--- config.mk ---
export PLATFORM = sky130hd
export DESIGN_NAME = uart_rx_deframer
export DESIGN_NICKNAME = d
export VERILOG_FILES = /design/src/rtl/uart_rx_deframer.sv
export SDC_FILE = /design/constraint.sdc
export NUM_CORES = 1
export LEC_CHECK = 0
export CORE_MARGIN = 8
export CORE_UTILIZATION = 50
export DETAILED_ROUTE_END_ITERATION = 10
export GPL_TIMING_DRIVEN = 0
export PLACE_DENSITY = 0.72
export SLEW_MARGIN = 20
export SYNTH_ARGS = -nofsm -noshare
export SYNTH_HDL_FRONTEND = slang
export SYNTH_SLANG_ARGS = --single-unit
--- constraint.sdc ---
create_clock -name clk -period 3.51 [get_ports clk]
set_clock_uncertainty 0.2 [all_clocks]
set_input_delay 0.5265 -clock clk [delete_from_list [all_inputs] [get_ports clk]]
set_output_delay 0.5265 -clock clk [all_outputs]
set_load 0.005 [all_outputs]
--- src/rtl/uart_rx_deframer.sv ---
// uart_rx_deframer: oversampled UART receiver that rebuilds bytes from a serial line.
// Latency: SYNC_STAGES clocks of synchronizer; rx_valid rises 1 clk after the last stop sample.
// Backpressure: one-entry valid/ready holding register; a frame arriving while it is full
// is dropped and flagged as overrun.
// Ports:
//   clk, rst           - clock, synchronous active-high reset
//   rx                 - serial input, idle high
//   br_div/word/stop   - baud divider (0 acts as 1), 7-bit select, 2-stop select
//   en                 - receiver enable; dropping it aborts a frame in flight
//   rx_data/rx_valid   - holding register output, accepted with rx_ready
//   frame_err/overrun  - sticky error flags, cleared by err_clr (set has priority)
//   busy               - a frame is being received
// Optional build macro UART_RX_PARITY_EN adds an even-parity bit after the data
// bits and a sticky parity_err output.
module uart_rx_deframer #(
  parameter int OVS         = 16,
  parameter int SYNC_STAGES = 2
) (
  input  logic       clk,
  input  logic       rst,
  input  logic       rx,
  input  logic [7:0] br_div,
  input  logic       word,
  input  logic       stop,
  input  logic       en,
  output logic [7:0] rx_data,
  output logic       rx_valid,
  input  logic       rx_ready,
  output logic       frame_err,
  output logic       overrun,
  input  logic       err_clr,
  output logic       busy
`ifdef UART_RX_PARITY_EN
  ,
  output logic       parity_err
`endif
);

  // Wide enough for OVS * 255 clocks per bit.
  localparam int CW = $clog2(OVS * 256 + 1);

  typedef enum logic [2:0] {
    S_IDLE,
    S_START,
    S_DATA,
    S_PAR,
    S_STOP1,
    S_STOP2
  } state_t;

  state_t state, state_n;

  logic [SYNC_STAGES-1:0] sync_q;
  logic                   rx_s;
  logic                   rx_prev;
  logic [CW-1:0]          cnt;
  logic [CW-1:0]          half_lim;
  logic [CW-1:0]          bit_lim;
  logic [2:0]             bit_cnt;
  logic [7:0]             shreg;
  logic [7:0]             data_byte;
  logic [7:0]             div;
  logic                   word_l;
  logic                   stop_l;
  logic                   start_det;
  logic                   tick;
  logic                   last_bit;
  logic                   done;
  logic                   load;
  logic                   ovr_set;
  logic                   ferr_set;

  // Input synchronizer; resets to the idle level so reset never looks like a start edge.
  always_ff @(posedge clk) begin
    if (rst) begin
      sync_q  <= '1;
      rx_prev <= 1'b1;
    end else begin
      sync_q  <= {sync_q[SYNC_STAGES-2:0], rx};
      rx_prev <= rx_s;
    end
  end

  assign rx_s = sync_q[SYNC_STAGES-1];
  assign div  = (br_div == 8'd0) ? 8'd1 : br_div;

  // 7-bit frames end with the data in shreg[7:1]; right-justify them.
  assign data_byte = word_l ? {1'b0, shreg[7:1]} : shreg;

  // FSM state register
  always_ff @(posedge clk) begin
    if (rst) state <= S_IDLE;
    else     state <= state_n;
  end

  // FSM next-state logic; losing enable beats every other transition.
  always_comb begin
    state_n = state;
    if (state != S_IDLE && !en) begin
      state_n = S_IDLE;
    end else begin
      case (state)
        S_IDLE:  if (start_det) state_n = S_START;
        S_START: if (tick) state_n = rx_s ? S_IDLE : S_DATA;
`ifdef UART_RX_PARITY_EN
        S_DATA:  if (tick && last_bit) state_n = S_PAR;
`else
        S_DATA:  if (tick && last_bit) state_n = S_STOP1;
`endif
        S_PAR:   if (tick) state_n = S_STOP1;
        S_STOP1: if (tick) state_n = stop_l ? S_STOP2 : S_IDLE;
        S_STOP2: if (tick) state_n = S_IDLE;
        default: state_n = S_IDLE;
      endcase
    end
  end

  // FSM outputs. The cycle the start edge is seen already counts as busy, so busy
  // covers the whole frame from the first synchronized low sample.
  always_comb begin
    start_det = (state == S_IDLE) && en && rx_prev && !rx_s;
    busy      = (state != S_IDLE) || start_det;
    tick      = 1'b0;
    if (en) begin
      case (state)
        S_IDLE:  tick = 1'b0;
        S_START: tick = (cnt == half_lim);
        default: tick = (cnt == bit_lim);
      endcase
    end
    last_bit = (bit_cnt == (word_l ? 3'd6 : 3'd7));
    done     = tick && ((state == S_STOP1 && !stop_l) || state == S_STOP2);
    ferr_set = tick && (state == S_STOP1 || state == S_STOP2) && !rx_s;
  end

  assign load    = done && (!rx_valid || rx_ready);
  assign ovr_set = done && rx_valid && !rx_ready;

  // Bit timer, shift register and holding register.
  always_ff @(posedge clk) begin
    if (rst) begin
      cnt       <= '0;
      half_lim  <= '0;
      bit_lim   <= '0;
      bit_cnt   <= '0;
      shreg     <= '0;
      word_l    <= 1'b0;
      stop_l    <= 1'b0;
      rx_data   <= '0;
      rx_valid  <= 1'b0;
      frame_err <= 1'b0;
      overrun   <= 1'b0;
    end else begin
      // Counter starts at 1 on the detect cycle so the start sample lands
      // exactly half a bit after the first low sample.
      if (start_det) begin
        cnt      <= CW'(1);
        half_lim <= CW'(OVS / 2) * CW'(div);
        bit_lim  <= CW'(OVS) * CW'(div) - CW'(1);
        word_l   <= word;
        stop_l   <= stop;
        bit_cnt  <= '0;
      end else if (tick) begin
        cnt <= '0;
      end else if (state != S_IDLE) begin
        cnt <= cnt + CW'(1);
      end

      if (tick && state == S_DATA) begin
        shreg   <= {rx_s, shreg[7:1]};
        bit_cnt <= bit_cnt + 3'd1;
      end

      if (load) begin
        rx_data  <= data_byte;
        rx_valid <= 1'b1;
      end else if (rx_valid && rx_ready) begin
        rx_valid <= 1'b0;
      end

      if (ferr_set)     frame_err <= 1'b1;
      else if (err_clr) frame_err <= 1'b0;

      if (ovr_set)      overrun <= 1'b1;
      else if (err_clr) overrun <= 1'b0;
    end
  end

`ifdef UART_RX_PARITY_EN
  logic par_set;

  // Even parity: data bits xor parity bit must be zero.
  assign par_set = tick && (state == S_PAR) && ((^data_byte) ^ rx_s);

  always_ff @(posedge clk) begin
    if (rst)          parity_err <= 1'b0;
    else if (par_set) parity_err <= 1'b1;
    else if (err_clr) parity_err <= 1'b0;
  end
`endif

endmodule

======== After elaboration in Yosys (flattened, before gate mapping) ========
Cells that the tools add are included.
word-level totals
  latch bits .............................. 0
  input bits .............................. 16
  word-level logic and storage cells ...... 90
  ROM bits ................................ 0
  output and inout port bits .............. 12
  memories kept ........................... 0
  bits in registers ....................... 64
  bits in writable memories ............... 0
cells by class
  divide/modulo/power cells ............... 0
  multiplexer cells ....................... 24
  shift-type cells ........................ 0
  order comparisons ....................... 0
  reductions and logical operators ........ 34
  multipliers ............................. 0
  $add $sub $neg .......................... 3
  bitwise gates (word level) .............. 0
  equality and inequality tests ........... 14
operators with widths
  kind                                                count
  2-to-1 mux 3 bit                                    9
  case mux 3 bit (6 select lines)                     1
  2-to-1 mux 8 bit                                    2
  logical AND 1 bit                                   14
  adder 13 x 1 -> 13 bit, second input constant       1
  == test 13 x 11 -> 1 bit                            1
  == test 13 bit                                      1
  subtractor 12 x 1 -> 13 bit, second input constant  1
  inequality test 2 bit, second input constant        6
  2-to-1 mux 1 bit                                    10
  logical NOT 8 bit                                   1
  nonzero test 2 bit                                  4
  == test 3 x 2 -> 1 bit, second input constant       2
  == test 3 bit, second input constant                2
  AND reduction 6 bit                                 1
  nonzero test 3 bit                                  2
  logical NOT 1 bit                                   5
  logical OR 1 bit                                    4
  adder 3 x 1 -> 3 bit, second input constant         1
  == test 3 x 1 -> 1 bit, second input constant       1
  == test 3 bit                                       1
  logical NOT 3 bit                                   1
  OR reduction 3 bit                                  1
  2-to-1 mux 2 bit                                    1
  other kinds (2)                                     2

======== Logic depth before layout (Yosys ltp) ========
  depth after elaboration ................. 7
  depth in mapped cells ................... 8
  mapped depth without buffers ............ 7

======== Least setup slack after synthesis ========
Ideal clock, no wire load.
  path kind ............................... register -> register
  start ................................... reg cnt[1]
  end ..................................... reg rx_data[0]
  path buffers ............................ 1
  setup slack ............................. 0.804 ns
  clock period less this slack ............ 2.706 ns
  cell stages (with the launch flop) ...... 8
  data required time ...................... 3.179 ns
  data arrival time ....................... 2.375 ns
  library setup time ...................... 0.131 ns
  cells stage by stage .................... dfxtp_1 -> or4_1 -> a2111oi_2 -> o22ai_1 -> or4_4 -> buf_2 -> o311ai_1 -> o41ai_1
on the way
  word-level cells in the longest chain between the ends .. 5
  elaborated cells on any way between the ends .. 6
  classes of those cells .................. eq/ne: 2; mux: 2; reduce/logical: 2
RTL lines
  what                                                               RTL line  text
  start: declaration                                                 56        logic [CW-1:0] cnt;
  start signal: assignment                                           166       cnt <= cnt + CW'(1);
  == test 13 bit / == test 13 x 11 -> 1 bit (equally long branches)  128, 127
  case mux 1 bit (2 select lines) *                                  125       case (state)
  2-to-1 mux 1 bit *                                                 124       if (en) begin
  logical AND 1 bit *                                                132       done = tick && ((state == S_STOP1 && !stop_l) || state == S_STOP2);
  logical AND 1 bit *                                                136       assign load = done && (!rx_valid || rx_ready);
  end signal: assignment                                             175       rx_data <= data_byte;
  end: declaration                                                   26        output logic [7:0] rx_data,
Mark *: on every way between the ends. The rest lies on a longest branch, timed or not.
A chain may end at the register's enable or synchronous reset.

======== Final worst setup path ========
  start ................................... reg bit_lim[3]
  end ..................................... reg rx_data[2]
on the way
  word-level cells in the longest chain between the ends .. 5
RTL lines
  what                             RTL line  text
  start: declaration               58        logic [CW-1:0] bit_lim;
  start signal: assignment         159       bit_lim <= CW'(OVS) * CW'(div) - CW'(1);
  == test 13 bit                   128       default: tick = (cnt == bit_lim);
  case mux 1 bit (2 select lines)  125
  2-to-1 mux 1 bit                 124
  logical AND 1 bit                132
  logical AND 1 bit                136
No other way between the ends.

==> results.md <==
* Grt met2 use at 0.2677
* Period utilisation layout at 0.8691
* Overflow after GRT at 0
* Die width at between 90 and 100 um
* Area leader, netlist: dfxtp_1
* DR vias at around 2700
* FF/Latch Area at approximately 1200 um2
* DRC at 0
* Worst Path Required at 3.54 ns
* Layout cells sized above 1 at 0.07444
* Drt via density at 5.701
* Startpoint Class: register
* Maximum VDD drop at 286.5 uV
* Crit-path cells: or4_1 > a2111oi_2 > o22ai_1 > or4_4 > buf_2 > o311ai_1 > o41ai_1
* Drt total wl at 7.629 mm
* GP Congestion at about 0.86
* Total core area at around 5900 um2
* Kind of critical path: register to register
* # hold bufs at CTS at 0
* RSZ-0062 raised after global routing: no
* Fin nets at 417
* Drt pass-1 iters at 4
* I/O pin count at 28
* CTS Buf Count at 9
* FFs w/ async S/R, synth at 0
* Multi-input gate area at around 1700 um2
* Synthesis-stage register bit count at 61
* Share of the synthesized area in the top cell type at 0.3979
* 1st-iter DRT viols at around 180
* Met1 Use GR at 0.2462
* M3 GR Usage at 0.05238
* Ranking of synthesized cells by area: dfxtp_1 (40%), xor2_1 (5.1%), a21oi_1 (4.9%)
* Critical Path AT at 3.08 ns
* Post-route setup TNS at 0 ns
* Max-slew violation count at 0
* Area grow syn2layout at 17.57%
* Post-synth net total at 379
* Clock Tree Root: clkbuf_8
* Max cap viols at 0
* DR WL/cell at about 16 um
* Setup bufs post-CTS at 0
* CTS tree: done
* DP HPWL at between 5 and 6 mm
* CP Capture Type: register
* Antenna cells at 0
* First-pass GRT wire length at 12.72 mm
* Most common cell in the synthesized netlist: dfxtp_1
* CTS sink cnt at 61
* Slew @ Worst Pin at 1.065 ns
* Placed insts at approximately 460
* Die area at ~9000 um2
* # rows at 28
* Initial antenna violation count at 0
* Avg Cell Area, Syn at 8.526 um2
* GRT Total Usage at 0.1840
* Endpoints failing setup at 0
* Register area share after synthesis at 0.3979
* Die Ht at ~94 um
* Power Density at 381.5 nW/um2
* CP peak stage delay at 0.58 ns
* Status: finished clean
* Primary FF master, synth: dfxtp_1
* Yosys warning total at 0
* # port buffers at 27
* Worst setup margin at about 0.46 ns
* Post-layout minimum cycle time at 3.051 ns
* Crit path max fanout at 10
* Pleak at 0.001250 uW
* Final Hold Fails at 0
* Post-route ant nets at 0
* Pre-CTS WS at 0.2207 ns
* Final non-filler cell total at ~480
* FMAX at 0.3278 GHz
* # fillers at 564
* CTS HTree Levels at 3
* Number of global-route vias before repair at approximately 2600
* Type of the worst min-delay path: register to register
* Synthesized instance count at 360
* Synth cell types at 51
* Clock buffer depth at 2
* Top cells by count, synth: dfxtp_1 (61), nand2_1 (39), a21oi_1 (30)
* EDFF count, synth at 0
* Largest net degree at the start of global routing at 13
* Slew headroom at 0.2844
* Slowest cell on the critical path: or4_1
* Insertion delay to the later sink of the worst-skew pair at about 0.35 ns
* GRT busiest layer: met2
* Initial Util at 0.5184
* Post-CTS resize count at 0
* Clk slew on worst S/H paths at 0.08 ns
* Post-synthesis cell area at 3069 um2
## cell families (layout without fill, tap and decap cells)
family | after synthesis | after routing | share of synthesized area
AO/OA/AOI/OAI | 85 | 85 | 0.1912
XOR/XNOR | 30 | 30 | 0.08561
adder cells (fa/ha/maj) | 3 | 3 | 0.01223
buffers and inverters | 33 | 76 | 0.04402
flip-flops | 61 | 61 | 0.3979
multiplexers | 12 | 12 | 0.03914
AND/OR/NAND/NOR | 136 | 136 | 0.2299
## report_power, final
| part | internal [uW] | total (uW) | leakage (uW) | switching [uW] |
|---|---|---|---|---|
| clock network | 257 | 564 | 0.0000856 | 306 |
| logic | 46.0 | 104 | 0.000671 | 58.5 |
| registers | 700 | 708 | 0.000493 | 8.22 |
## registers in the layout (all words and copies together), names as in the netlist
register / count
cnt: 13
bit_lim: 10
half_lim: 8
rx_data: 8
shreg: 8
bit_cnt: 3
state: 3
sync_q: 2
frame_err: 1
overrun: 1
rx_prev: 1
rx_valid: 1
stop_l: 1
word_l: 1
## final timing paths
path              slack, ns  depth (start not counted)                     from                 endpoint
setup / recovery       0.46                          7  bit_lim[3]$_SDFFE_PP0P_  rx_data[2]$_SDFFE_PP0P_
hold / removal         0.21                          1     sync_q[0]$_SDFF_PP1_     sync_q[1]$_SDFF_PP1_
hold reg to reg        0.21                          1     sync_q[0]$_SDFF_PP1_     sync_q[1]$_SDFF_PP1_
setup reg to reg       0.46                          7  bit_lim[3]$_SDFFE_PP0P_  rx_data[2]$_SDFFE_PP0P_
## per-stage QoR
stage          total power [uW]  area, um2    util  hold WS (ns)
2_1_floorplan             785.3       3069       -        0.1895
3_3_place_gp              827.5       3433  0.5799        0.1925
3_5_place_dp              828.5       3433  0.5799        0.1958
4_1_cts                    1386       3608  0.6095        0.2151
5_1_grt                    1430       3608  0.6095        0.2252
6_report                   1377       3608  0.6095        0.2131
## cells in the final DEF, fill, tap and decap left out, types with 4 or more instances in the layout
cell type	instances
xnor2_1	12
nand3_1	18
o21ai_1	10
inv_1	7
nand2_1	39
clkdlybuf4s50_1	27
mux2i_1	12
or3_1	5
o21ai_0	5
dfxtp_1	61
o41ai_1	8
o311ai_1	9
nor2b_1	6
clkbuf_1	20
xor2_1	18
nand2b_1	6
o211ai_1	5
nor4_1	6
clkbuf_8	9
nor2_1	27
a21oi_1	30
a211oi_1	7
nand4_1	4
## layer usage
layer  part of all wire  vias up
met4              0.017        0
met2               0.44       62
met1               0.48     1274
met3              0.061       11
li1                   -     1378
met5                  0        -
## final cells by class
cell class,count,share of cell area
repair buffers,27,0.07490
inverters,8,0.008322
multi-input cells,266,0.4747
flip-flops and latches,61,0.3384
well taps,75,0.02601
clock buffers,9,0.03433
plain buffers,25,0.02913
clock inverters,7,0.01422
## worst max-delay path: cells and delay by family (launching register included)
kind,cells,cell delay (ns)
buf+inv,1,0.22
compound gates,4,1.07
simple gates,2,1.08
flops,1,0.35
(Power assumes the default switching activity.)
